===== src/rtl/register_wpos_clkneg_universal_pkg.sv =====
// Shared mode codes for the falling-edge universal register.
// Build option: REGISTER_UNIVERSAL_COUNT_EN enables the increment/decrement modes.
`ifndef REGISTER_WPOS_CLKNEG_UNIVERSAL_PKG_SV
`define REGISTER_WPOS_CLKNEG_UNIVERSAL_PKG_SV
package register_wpos_clkneg_universal_pkg;
    localparam int MODE_W = 3;

    localparam logic [MODE_W-1:0] MODE_HOLD = 3'd0;
    localparam logic [MODE_W-1:0] MODE_LOAD = 3'd1;
    localparam logic [MODE_W-1:0] MODE_SHL  = 3'd2;
    localparam logic [MODE_W-1:0] MODE_SHR  = 3'd3;
    localparam logic [MODE_W-1:0] MODE_ROL  = 3'd4;
    localparam logic [MODE_W-1:0] MODE_ROR  = 3'd5;
    localparam logic [MODE_W-1:0] MODE_INC  = 3'd6;
    localparam logic [MODE_W-1:0] MODE_DEC  = 3'd7;
endpackage
`endif


===== src/rtl/register_wpos_clkneg_universal_next_value.sv =====
// Combinational next-value selector for the universal register.
// Build option: REGISTER_UNIVERSAL_COUNT_EN adds the counter arithmetic.
module universal_next_value
    import register_wpos_clkneg_universal_pkg::*;
#(
    parameter int WIDTH = 8
) (
    input  logic [WIDTH-1:0]  cur_i,
    input  logic [MODE_W-1:0] mode_i,
    input  logic [WIDTH-1:0]  load_i,
    input  logic              ser_l_i,
    input  logic              ser_r_i,
    output logic [WIDTH-1:0]  nxt_o,
    output logic              wrap_o
);
`ifdef REGISTER_UNIVERSAL_COUNT_EN
    localparam logic [WIDTH-1:0] ONE = {{(WIDTH-1){1'b0}}, 1'b1};
`endif

    always_comb begin
        nxt_o  = cur_i;
        wrap_o = 1'b0;
        case (mode_i)
            MODE_HOLD: nxt_o = cur_i;
            MODE_LOAD: nxt_o = load_i;
            MODE_SHL:  nxt_o = {cur_i[WIDTH-2:0], ser_l_i};
            MODE_SHR:  nxt_o = {ser_r_i, cur_i[WIDTH-1:1]};
            MODE_ROL:  nxt_o = {cur_i[WIDTH-2:0], cur_i[WIDTH-1]};
            MODE_ROR:  nxt_o = {cur_i[0], cur_i[WIDTH-1:1]};
`ifdef REGISTER_UNIVERSAL_COUNT_EN
            MODE_INC: begin
                nxt_o  = cur_i + ONE;
                wrap_o = &cur_i;
            end
            MODE_DEC: begin
                nxt_o  = cur_i - ONE;
                wrap_o = ~|cur_i;
            end
`endif
            // Without the counter option, the count codes simply hold.
            default: nxt_o = cur_i;
        endcase
    end
endmodule


===== src/rtl/register_wpos_clkneg_universal.sv =====
// Falling-edge universal register: load, shift, rotate and optional count.
// Build option: REGISTER_UNIVERSAL_COUNT_EN enables modes 6/7 and the Carry pulse.
module register_wpos_clkneg_universal
    import register_wpos_clkneg_universal_pkg::*;
#(
    parameter int               WIDTH       = 8,
    parameter logic [WIDTH-1:0] RESET_VALUE = '0
) (
    input  logic              Clk,
    input  logic              Rstbar,
    input  logic              Enbar,
    input  logic [MODE_W-1:0] Mode,
    input  logic [WIDTH-1:0]  in,
    input  logic              SerInL,
    input  logic              SerInR,
    output logic [WIDTH-1:0]  out,
    output logic              SerOutL,
    output logic              SerOutR,
    output logic              Zero,
    output logic              Carry
);
    logic [WIDTH-1:0] out_q, out_d, nxt_val;
    logic             carry_q, carry_d, wrap;

    universal_next_value #(.WIDTH(WIDTH)) u_next (
        .cur_i   (out_q),
        .mode_i  (Mode),
        .load_i  (in),
        .ser_l_i (SerInL),
        .ser_r_i (SerInR),
        .nxt_o   (nxt_val),
        .wrap_o  (wrap)
    );

    // Carry is only ever a one-edge pulse, so a held edge clears it too.
    always_comb begin
        out_d   = out_q;
        carry_d = 1'b0;
        if (!Enbar) begin
            out_d   = nxt_val;
            carry_d = wrap;
        end
    end

    always_ff @(negedge Clk or negedge Rstbar) begin
        if (!Rstbar) begin
            out_q   <= RESET_VALUE;
            carry_q <= 1'b0;
        end else begin
            out_q   <= out_d;
            carry_q <= carry_d;
        end
    end

    assign out     = out_q;
    assign SerOutL = out_q[WIDTH-1];
    assign SerOutR = out_q[0];
    assign Zero    = (out_q == '0);
    assign Carry   = carry_q;
endmodule


===== config.mk =====
export PLATFORM = sky130hd
export DESIGN_NAME = register_wpos_clkneg_universal
export DESIGN_NICKNAME = d
export VERILOG_FILES = /design/src/rtl/register_wpos_clkneg_universal_pkg.sv /design/src/rtl/register_wpos_clkneg_universal_next_value.sv /design/src/rtl/register_wpos_clkneg_universal.sv
export SDC_FILE = /design/constraint.sdc
export NUM_CORES = 1
export LEC_CHECK = 0
export ABC_AREA = 1
export CORE_AREA = 2 2 42 52
export DETAILED_ROUTE_END_ITERATION = 8
export DIE_AREA = 0 0 44 54
export GPL_TIMING_DRIVEN = 0
export PLACE_DENSITY = 0.81
export SYNTH_ARGS = -nofsm -noshare
export SYNTH_HDL_FRONTEND = slang
export SYNTH_SLANG_ARGS = --single-unit

===== constraint.sdc =====
create_clock -name Clk -period 1 [get_ports Clk]
set_clock_uncertainty 0.15 [all_clocks]
set_input_delay 0.2 -clock Clk [delete_from_list [all_inputs] [get_ports Clk]]
set_output_delay 0.2 -clock Clk [all_outputs]
set_load 0.02 [all_outputs]

# --- Word level (Yosys, flattened, before mapping) ---
# Index checks and enable logic that the tools add are counted.
op_classes:
  n_bitwise: 1
  muxes: 1
  n_eq_ne: 5
  reduce_logical: 3
ops:
  columns: ["op", "n"]
  rows:
  - ["$pmux W8 S5", 1]
  - ["$logic_not A8 Y1", 1]
  - ["$eq A3 B2 Y1 const B", 2]
  - ["$eq A3 B3 Y1 const B", 2]
  - ["$reduce_bool A5 Y1", 1]
  - ["$eq A3 B1 Y1 const B", 1]
  - ["$reduce_and A2 Y1", 1]
  - ["$not A1 Y1", 1]
totals:
  out_inout_bits: 12
  regBits: 8
  in_bits: 16

# --- Longest topological paths before layout ---
# Gate-level depths: netlist (run 1).
logic_depth:
  ltp_word: 3
  depth_mapped: 8
  mapped_depth_nobuf: 7

# --- Modules after synthesis ---
# From an unflattened synthesis (run 1), not the netlist that was laid out.
hier_totals:
  hier_cells: 143
  area_unflattened_um2: 882.1
by_module_without_submodules:
  columns: ["mod", "instances", "area_each_um2", "cells_per_inst", "seq_area_each_um2"]
  rows:
  - ["universal_next_value", 1, 496.7, 98, 0.0]
  - ["register_wpos_clkneg_universal", 1, 385.4, 45, 225.2]

==> results of run 1 <==
worst min-delay path by stage:
stage	startpoint	to	slack, ns	cells after the start
3_5_place_dp	out[1]$_DFFE_NN0P_	out[1]$_DFFE_NN0P_	0.40	2
6_report	Rstbar	out[4]$_DFFE_NN0P_	0.19	1
4_1_cts	Rstbar	out[4]$_DFFE_NN0P_	0.19	1
3_3_place_gp	out[5]$_DFFE_NN0P_	out[5]$_DFFE_NN0P_	0.40	2
5_1_grt	Rstbar	out[1]$_DFFE_NN0P_	0.21	1
2_1_floorplan	Rstbar	out[0]$_DFFE_NN0P_	0.15	0
routing by layer:
| metal | track usage | vias up | part of all wire | wire (um) |
|---|---|---|---|---|
| li1 | - | 418 | - | - |
| met2 | 0.355 | 32 | 0.56 | 1260 |
| met3 | 0.0201 | 8 | 0.068 | 154 |
| met4 | 0.0808 | 0 | 0.023 | 51 |
| met5 | 0 | - | 0 | 0 |
| met1 | 0.213 | 399 | 0.35 | 791 |
critical path, stage by stage (launching register included):
cell and delay (ns):
dfrtn_1 0.37, nor4_2 0.30, and2_4 0.19, buf_6 0.11
cells by family after synthesis:
| logic type | share of synthesized area |
|---|---|
| simple gates | 0.599 |
| buf+inv | 0.0970 |
| flops | 0.299 |
| other cells | 0.00559 |
synth_stat cells:
library cell	n	area [um^2]
buf_4	3	22.5
buf_8	1	15.0
buf_2	1	5.00
nor2_2	2	12.5
and2_1	1	6.26
nand2_4	4	45.0
nor4_1	2	12.5
nor2_1	22	82.6
nand4_1	4	25.0
nand2_1	16	60.1
dfrtn_1	8	200
nand3_4	1	17.5
nand3_1	22	110
conb_1	1	3.75
inv_2	1	3.75
inv_1	5	18.8
nand3_2	3	30.0
layout make-up:
type,count,area share
flip-flops and latches,8,0.152
multi-input cells,78,0.391
clock buffers,3,0.0170
well taps,20,0.0189
plain buffers,4,0.0341
inverters,6,0.0256
repair buffers,46,0.362
through the flow:
stage	setup slack, ns	std cells	util	power (mW)
2_1_floorplan	-0.773	97	-	0.837
3_3_place_gp	-1.41	143	0.500	1.12
3_5_place_dp	-1.45	143	0.500	1.13
4_1_cts	-1.01	163	0.615	1.57
5_1_grt	-1.11	165	0.682	1.83
6_report	-1.08	165	0.682	1.73
repair_timing:
item,4_1_cts,5_1_grt
hold buffers,0,0
pin swaps,10,18
gates cloned,1,0
buffers inserted,17,6
endpoints found under the setup margin,27,19
gates resized for setup,94,36
power breakdown:
part	total (mW)	switching (mW)	leakage [nW]	internal, mW
Combinational	1.04	0.503	0.510	0.537
Sequential	0.469	0.0727	0.0918	0.397
Clock	0.224	0.0879	0.0138	0.136
Total	1.73	0.663	0.616	1.07
==> flow_summary.toml, run 1 <==
[grt]
grt_pass1_wl_mm = 3.35
grt_max_degree = 11
antenna_found_initial = 0
grt_usage = 0.189
grt_pass1_vias = 788
overflow = 0

[setup_path]
crit_path_end = "Zero"
worst-r2r-cell-count = 6
critical_path_arrival_ns = 1.73
crit_path_start_kind = "flop"
crit_path_end_kind = "output pin"
path_max_fanout = 2
reg2reg_to = "out[7]$_DFFE_NN0P_"
regToRegSetupSlack_ns = -0.25
cp.required_ns = 0.65
crit_type = "reg -> out"
worstSetupStartpoint = "out[2]$_DFFE_NN0P_"
regToRegStartpoint = "out[0]$_DFFE_NN0P_"

[cts]
clk_path_buf_depth = 2
clkLatencyLatePin_ns = 0.25
h-tree-depth = 1
clkTransAtPathRegs_ns = 0.04
cts_root_buffer = "clkbuf_4"
cts_sinks = 8
cts_buffers = 3
cts_tree = "done"

[route]
drc_errors = 0
vias = 857
drtIter0Drc = 30
ant_nets = 0
wl_per_cell_um = 13.7
dr.pass1.iters = 4
routed_wl_mm = 2.26
avgViaCountPerCell = 5.19

[outcome]
status = "finished, violations left"
violations = "setup timing"

[hold_path]
hold_path.class = "in -> async"

[yosys]
netlist_area_um2 = 671
ys_types = 17
synth_area_per_cell_um2 = 6.91
ys_warn_count = 0
synth_nets = 113
yosys_register_bits = 8
synth_cells = 97
ys_seq_area_frac = 0.299

[layout]
seq_area_um2 = 200
fillerInstances = 147
layout_common_cells = "nand3_1, buf_6, buf_4"
antenna_cells = 0
drive_above_1_share = 0.524
multi_input_area_um2 = 517
final_nets = 163
design_area_um2 = 1320
final_common_cell = "nand3_1"
largest_reg_flops = 8
syn_to_final_growth_pct = 97.0

[timing]
hold_viol = 0
setup_viol = 19
setup_slack_ns = -1.08
drv_slew = 0
final.setup.tns_ns = -13.85
rsz0062_at_grt = "yes"
fin_hold_ws_ns = 0.188

[floorplanning]
io_pins = 28
core_area_um2 = 1940
dieArea_um2 = 2380
floorplan.initialDensity = 0.346
die_w_um = 44
core.rowCount = 18
die_h_um = 54

[place]
placed_area_um2 = 968
port_buffers = 26
hpwl_mm = 1.32
globalplace.congestion = 0.852

[flow_run]
max_cap_violations = 0

[power_and_ir_drop]
leakagePower_nw = 0.616
power_density_nw_per_um2 = 1310
ir_drop_uv = 988
No activity file was read; power rests on OpenSTA's default activity.
==> inputs of run 2 (changes only) <==
--- a/config.mk
+++ b/config.mk
@@ -9,6 +9,7 @@
 export CORE_AREA = 2 2 42 52
 export DETAILED_ROUTE_END_ITERATION = 8
 export DIE_AREA = 0 0 44 54
+export GPL_ROUTABILITY_DRIVEN = 0
 export GPL_TIMING_DRIVEN = 0
 export PLACE_DENSITY = 0.81
 export SYNTH_ARGS = -nofsm -noshare
==> results of run 2 <==
The final DEF is identical to that of run 1; final timing and power are the same.
